$ cat src/rtl/portarb.sv
// N-way request arbiter (fixed priority or round-robin) with per-requester lock; grant is same-cycle combinational.
// addr/data/gidx/vld register the granted transfer one cycle later; no backpressure, a grant always completes.
module portarb #(
    parameter int N  = 3,
    parameter int a  = 9,
    parameter int w  = 128,
    parameter int RR = 0
) (
    input  logic                   clk,
    input  logic                   rst,
    input  logic [N-1:0]           csel,
    input  logic [N-1:0]           lock,
    input  logic [N*a-1:0]         addrIn,
    input  logic [N*w-1:0]         dataIn,
    output logic [N-1:0]           grnt,
    output logic [a-1:0]           addr,
    output logic [w-1:0]           data,
    output logic                   vld,
    output logic [$clog2(N)-1:0]   gidx
);
    localparam int IW = $clog2(N);

    logic          locked;
    logic [IW-1:0] owner;
    logic [IW-1:0] ptr;
    logic          hit;
    logic [IW-1:0] gsel;

    always_comb begin
        grnt = '0;
        hit  = 1'b0;
        gsel = '0;
        if (!rst) begin
            if (locked && csel[owner]) begin
                hit  = 1'b1;
                gsel = owner;
            end else if (RR == 0) begin
                for (int i = N - 1; i >= 0; i--) begin
                    if (csel[i]) begin
                        hit  = 1'b1;
                        gsel = IW'(i);
                    end
                end
            end else begin
                // descending scan so the requester nearest ptr wins
                for (int k = N - 1; k >= 0; k--) begin
                    if (csel[(int'(ptr) + k) % N]) begin
                        hit  = 1'b1;
                        gsel = IW'((int'(ptr) + k) % N);
                    end
                end
            end
            if (hit) begin
                grnt[gsel] = 1'b1;
            end
        end
    end

    always_ff @(posedge clk or posedge rst) begin
        if (rst) begin
            vld    <= 1'b0;
            addr   <= '0;
            data   <= '0;
            gidx   <= '0;
            ptr    <= '0;
            locked <= 1'b0;
            owner  <= '0;
        end else begin
            vld    <= hit;
            locked <= hit && lock[gsel];
            if (hit) begin
                addr <= addrIn[int'(gsel)*a +: a];
                data <= dataIn[int'(gsel)*w +: w];
                gidx <= gsel;
            end
            if (hit && lock[gsel]) begin
                owner <= gsel;
            end
            // pointer moves only once the transfer is no longer held by a lock
            if (RR != 0 && hit && !lock[gsel]) begin
                ptr <= (int'(gsel) == N - 1) ? '0 : gsel + 1'b1;
            end
        end
    end
endmodule

$ cat config.mk
export PLATFORM = sky130hd
export DESIGN_NAME = portarb
export DESIGN_NICKNAME = d
export VERILOG_FILES = /design/src/rtl/portarb.sv
export SDC_FILE = /design/constraint.sdc
export NUM_CORES = 1
export LEC_CHECK = 0
export ABC_AREA = 1
export BUFFER_PORTS_ARGS = -buffer_cell sky130_fd_sc_hd__buf_2
export CAP_MARGIN = 20
export CORE_AREA = 2 2 221 223
export CTS_BUF_LIST = sky130_fd_sc_hd__clkbuf_8
export DETAILED_ROUTE_END_ITERATION = 8
export DIE_AREA = 0 0 223 225
export HOLD_SLACK_MARGIN = 0.05
export SYNTH_ARGS = -nofsm -noshare
export SYNTH_HDL_FRONTEND = slang
export SYNTH_SLANG_ARGS = --single-unit
$ cat constraint.sdc
create_clock -name clk -period 12.6 [get_ports clk]
set_input_delay 2.52 -clock clk [delete_from_list [all_inputs] [get_ports clk]]
set_output_delay 2.52 -clock clk [all_outputs]
set_load 0.05 [all_outputs]
==> results of run 1 <==
==> power groups by stage <==
| stage | clock network (W) | logic, W | registers, W |
|---|---|---|---|
| final | 0.000372 | 0.000677 | 0.000585 |
| after global routing | 0.000407 | 0.000723 | 0.000595 |
| after CTS | 0.000397 | 0.000688 | 0.000585 |
| after detailed placement | 0 | 0.000688 | 0.000591 |
| after global placement | 0 | 0.000682 | 0.000592 |
| after floorplan | 0 | 0.000200 | 0.000858 |
==> logic make-up after synthesis <==
kind of cell / after synthesis
flip-flops: 143
AND/OR/NAND/NOR: 580
buffers and inverters: 228
AO/OA/AOI/OAI: 140
==> sequential cells by signal, indices dropped and copies added (netlist names) <==
register and cells:
locked 1, vld 1, gidx 2, owner 2, data 128, addr 9
==> worst paths after layout <==
path | cells past startpoint | start | to | slack (ns)
min in group asynchronous | 2 | rst | data[76]$_DFFE_PP0P_ | 2.00
min | 2 | gidx[0]$_DFFE_PP0P_ | gidx[0]$_DFFE_PP0P_ | 0.49
max reg2reg | 10 | owner[0]$_DFFE_PP0P_ | data[61]$_DFFE_PP0P_ | 9.63
min reg2reg | 2 | gidx[0]$_DFFE_PP0P_ | gidx[0]$_DFFE_PP0P_ | 0.49
max in group asynchronous | 3 | rst | data[120]$_DFFE_PP0P_ | 9.41
max | 6 | rst | grnt[1] | 5.16
==> area by class of cell <==
type                    instances  share of cell area (%)
diodes                          5                   0.103
clock buffers                  20                    2.27
clock inverters                11                   0.846
inverters                     153                    4.84
multi-input cells             720                    32.3
flip-flops and latches        143                    29.5
well taps                     615                    6.35
repair buffers                570                    23.7
==> stage by stage <==
stage / instance area (um^2) / worst slack (ns)
floorplan: 8600 / 2.60
global placement: 11700 / 5.08
detailed placement: 11700 / 5.03
CTS: 12100 / 5.02
global route: 12100 / 4.80
finish: 12100 / 5.16
==> critical path, delay by kind of cell <==
family                 cells  cell delay [ns]
buffers and inverters      5             1.63
and+or+nand+nor            1             0.69
==> per-layer routing <==
metal | share of wire, % | track usage [%]
met4 | 4.1 | 7.14
met5 | 0.12 | 0
met1 | 40 | 15.7
met3 | 8.3 | 5.31
met2 | 47 | 23.3
==> cell usage in the layout (no fill, tap or decap), types with 2 or more instances in the layout <==
cell type     n
buf_4         9
nand2_2       4
buf_2       561
o211ai_1     47
inv_2         2
clkinvlp_4    2
bufinv_16     2
nand2_1     425
inv_1       154
nor2_1        3
clkbuf_8     20
dfrtp_1     143
nand4_1       3
nand3_1     141
inv_6         2
o211ai_2     90
diode_2       5
==> flow_metrics.tcl, run 1 <==
set metrics [dict create \
    fin_crit_sh_pct 59.0 \
    grt_usage_pct 14.0 \
    wirelength_um 35700 \
    cp_max_fo 66 \
    seqPwrFrac_pct 35.8 \
    numCtsBuffers 17 \
    peakVddDrop_mv 0.0600 \
    critical_path_arrival_ns 4.92 \
    dp.cells 2201 \
    worstMarginPinSlew_ns 0.987 \
    netlist.area_leader.share_pct 41.6 \
    cp.required_ns 10.08 \
    postLayoutCoreUtil_pct 25.5 \
    multi_input_area_mm2 0.00392 \
    end_kind "primary output" \
    synth_edf_count 0 \
    synth_top_family_by_area "simple AND/OR/NAND/NOR gates" \
    drcViolationCount 0 \
    synth-seq-area-share_pct 41.6 \
    crit_top_cell "buf_2" \
    grt_overflow_total 0 \
    io_pins 562 \
    power.net_switching_w 0.000740 \
    crit_type "in2out" \
    place.gp.congestion 0.902 \
    die_w_um 223 \
    synthMuxAreaShare_pct 0 \
    clk-insertion-delay-late_ns 0.54 \
    vias 9394 \
    layout.nets 2024 \
    routedWlPerCell_um 16.0 \
    start_util_pct 18.1 \
    synth-adder-area-share_pct 0 \
    postCtsHoldBufs 0 \
    drv_cap 0 \
    yosysWarnings 0 \
    yosysTopAreaCell "dfrtp_1" \
    setup_viol 0 \
    place_hpwl_um 27700 \
    num-fill-cells 5292 \
    grt_pass1_vias 9553 \
    comb_power_share_pct 41.4 \
    synthesis.area_mm2 0.00860 \
    synth_common_cells "425 x nand2_1, 149 x inv_1, 143 x dfrtp_1" \
    root_buffer "clkbuf_8" \
    netlist_instances 1091 \
    drive_above_1_share_pct 43.2 \
    clk_pin_slew_ns 0.08 \
    drt-vias-per-instance 4.20 \
    cts_num_sinks 143 \
    io_buffers 561 \
    yosysUniqueCellTypes 21 \
    status "complete, no violations" \
    synthArstFlopShare_pct 100 \
    post_cts_resized 0 \
    min_period_ns 7.44 \
    p_leak_nw 6.91 \
    synth-xor-area-share_pct 0 \
    fmax_mhz 134 \
    grt_pass1_wl_um 53200 \
    finClkSkew_ns 0.00798 \
    die_y_um 225 \
    synth_area_leaders "dfrtp_1 42%, nand2_1 19%, o211ai_2 13%" \
    core_mm2 0.0475 \
    rows 80 \
    post_cts_buffers 0 \
    final_cells 2237 \
    dr.first_iter.drc_count 416 \
    cp_slowest_cell "nand3_4" \
    slew_headroom_pct 34.2 \
    synth-seq-cells 143 \
    p_clk_share_pct 22.8 \
    cts-htree-levels 4 \
    dr.pass1.iters 5 \
    hold_ws_ns 0.489 \
    synth_ff_type "dfrtp_1" \
    synthSimpleGateAreaFrac_pct 27.8 \
    area_growth_pct 41.0 \
    cp-start-kind "primary input" \
    p_per_area_mw_per_mm2 135 \
    seqCellArea_mm2 0.00358 \
    synth.net_count 1510 \
    antenna_found_initial 7 \
    yosysMostFrequentCell "nand2_1" \
    hold_path.class "reg2reg" \
    cts_tree "yes" \
    slew_violations 0 \
    rsz0062_at_grt "false" \
    synth_compound_area_share_pct 17.7 \
    cts_buffer_depth 2 \
    internal-power_w 0.000894 \
    ant_nets 0 \
    dieArea_mm2 0.0502 \
    path_cells "buf_2, inv_6, buf_4, nand3_4, inv_1, buf_2" \
    switching_share_pct 45.3 \
    tns_ns 0 \
    hold_viol 0 \
    power_w 0.00163 \
    slowest_delay_ns 0.69 \
    avgSynthCellArea_um2 7.88 \
    grt_max_degree 88 \
]
Note: power is estimated with default switching activity, not from simulation.
==> run 2: changes to the inputs <==
Clock period 12.6 ns to 7.13 ns, I/O delays scaled along.
==> run 2 against run 1 <==
Total power increased by 76%. Register-to-register slack got worse by 5.5 ns. Largest cell class unchanged. Clock skew increased by 0.0065 ns. Clock-buffer cell count decreased by 2. Global-route usage decreased by 0.59 points. Clock power increased by 73%. Highest routed layer unchanged. Critical endpoint unchanged.
==> flow_metrics.tcl, run 2 (same netlist as run 1, synthesis figures left out) <==
set metrics [dict create \
    vias 9465 \
    grt_pass1_vias 9727 \
    crit_type "in2out" \
    area_growth_pct 41.1 \
    seqCellArea_mm2 0.00358 \
    cts-htree-levels 4 \
    numCtsBuffers 17 \
    regMostFlops "data" \
    grt_max_degree 139 \
    cts_tree "yes" \
    p_leak_nw 6.89 \
    io_buffers 561 \
    drive_above_1_share_pct 43.7 \
    cts_num_sinks 143 \
    largest_reg_flops 128 \
    rsz0062_at_grt "false" \
    clk-insertion-delay-late_ns 0.54 \
    r2r-start "owner[0]$_DFFE_PP0P_" \
    peakVddDrop_mv 0.124 \
    r2r_slack_ns 4.15 \
    post_cts_buffers 0 \
    start_util_pct 18.1 \
    ant_nets 0 \
    finClkSkew_ns 0.0145 \
    die_w_um 223 \
    drt-vias-per-instance 4.23 \
    clk_pin_slew_ns 0.08 \
    min_from "gidx[0]$_DFFE_PP0P_" \
    status "complete, no violations" \
    dieArea_mm2 0.0502 \
    grt_overflow_total 0 \
    die_y_um 225 \
    cts_buffer_depth 2 \
    wirelength_um 34200 \
    cp.required_ns 5.70 \
    grt_pass1_wl_um 51800 \
    place.gp.congestion 0.870 \
    min_to "gidx[0]$_DFFE_PP0P_" \
    dr.pass1.iters 5 \
    hold_path.class "reg2reg" \
    root_buffer "clkbuf_8" \
    multi_input_area_mm2 0.00392 \
    reg_top3 "data: 128 flops, addr: 9 flops" \
    postLayoutCoreUtil_pct 25.5 \
    r2r_end "data[81]$_DFFE_PP0P_" \
    min_period_ns 4.76 \
    io_pins 562 \
    critical_path_arrival_ns 3.33 \
    drcViolationCount 0 \
    hold_viol 0 \
    core_mm2 0.0475 \
    postCtsHoldBufs 0 \
    rows 80 \
    place_hpwl_um 26500 \
    slew_violations 0 \
    antenna_found_initial 2 \
    post_cts_resized 0 \
    slew_headroom_pct 34.8 \
    fmax_mhz 210 \
    mostFrequentLayoutCells "561 x buf_2, 425 x nand2_1, 148 x inv_1" \
    cp_max_fo 72 \
    layout.nets 2025 \
    hold_depth 2 \
    p_per_area_mw_per_mm2 236 \
    cp-start-kind "primary input" \
    tns_ns 0 \
    routedWlPerCell_um 15.3 \
    dr.first_iter.drc_count 450 \
    end_kind "primary output" \
    grt_usage_pct 13.4 \
    setup_viol 0 \
    drv_cap 0 \
    reg2reg_depth 9 \
    worstMarginPinSlew_ns 0.979 \
    fin_crit_sh_pct 66.8 \
    mostFrequentLayoutCell "buf_2" \
    num-fill-cells 5255 \
]
## run 2: through the flow
stage	power (W)	std cells	hold WS, ns	setup WS [ns]	area, um^2
4_1_cts	0.00293	2234	0.494	2.36	12100
5_1_grt	0.00304	2234	0.509	2.21	12100
3_3_place_gp	0.00224	2202	0.463	2.48	11800
6_report	0.00287	2235	0.490	2.37	12100
2_1_floorplan	0.00187	1091	0.529	1.03	8600
3_5_place_dp	0.00225	2202	0.468	2.38	11800
## run 2: layout make-up
type                            count  share of cell area, %
Timing Repair Buffer              571                   23.9
Inverter                          153                   4.83
Multi-Input combinational cell    720                   32.3
Clock buffer                       18                   2.04
Antenna cell                        1                 0.0206
Clock inverter                     14                   1.11
Sequential cell                   143                   29.5
Tap cell                          615                   6.34
## run 2: how the worst max path moves through the flow
stage                        from      end  slack (ns)  cells after the start
after floorplan               rst  grnt[0]        1.03                      4
after global placement    csel[1]  grnt[1]        2.48                      8
after detailed placement  csel[1]  grnt[1]        2.38                      8
after CTS                 csel[1]  grnt[1]        2.36                      8
after global routing      csel[1]  grnt[1]        2.21                      8
final                     csel[1]  grnt[1]        2.37                      8
## run 2: critical path: stages
cell     delay (ns)
buf_2          0.14
inv_2          0.07
a21oi_4        0.16
nand3_2        0.13
nand2_1        0.13
nand3_4        0.67
inv_1          0.28
buf_2          0.30
## run 2: report_power, final
group          internal, W  total, W  switching, W
Combinational     0.000306   0.00120      0.000889
Clock             0.000288  0.000645      0.000357
Sequential        0.000947   0.00103     0.0000817
## run 2: per-layer routing
metal	global-route usage [%]	wire length [um]	vias up	part of all wire, %
met5	0	13	-	0.038
met4	6.11	1020	2	3.0
met3	4.32	2850	54	8.3
met2	23.3	16600	466	48
met1	15.0	13800	4406	40
li1	-	-	4537	-
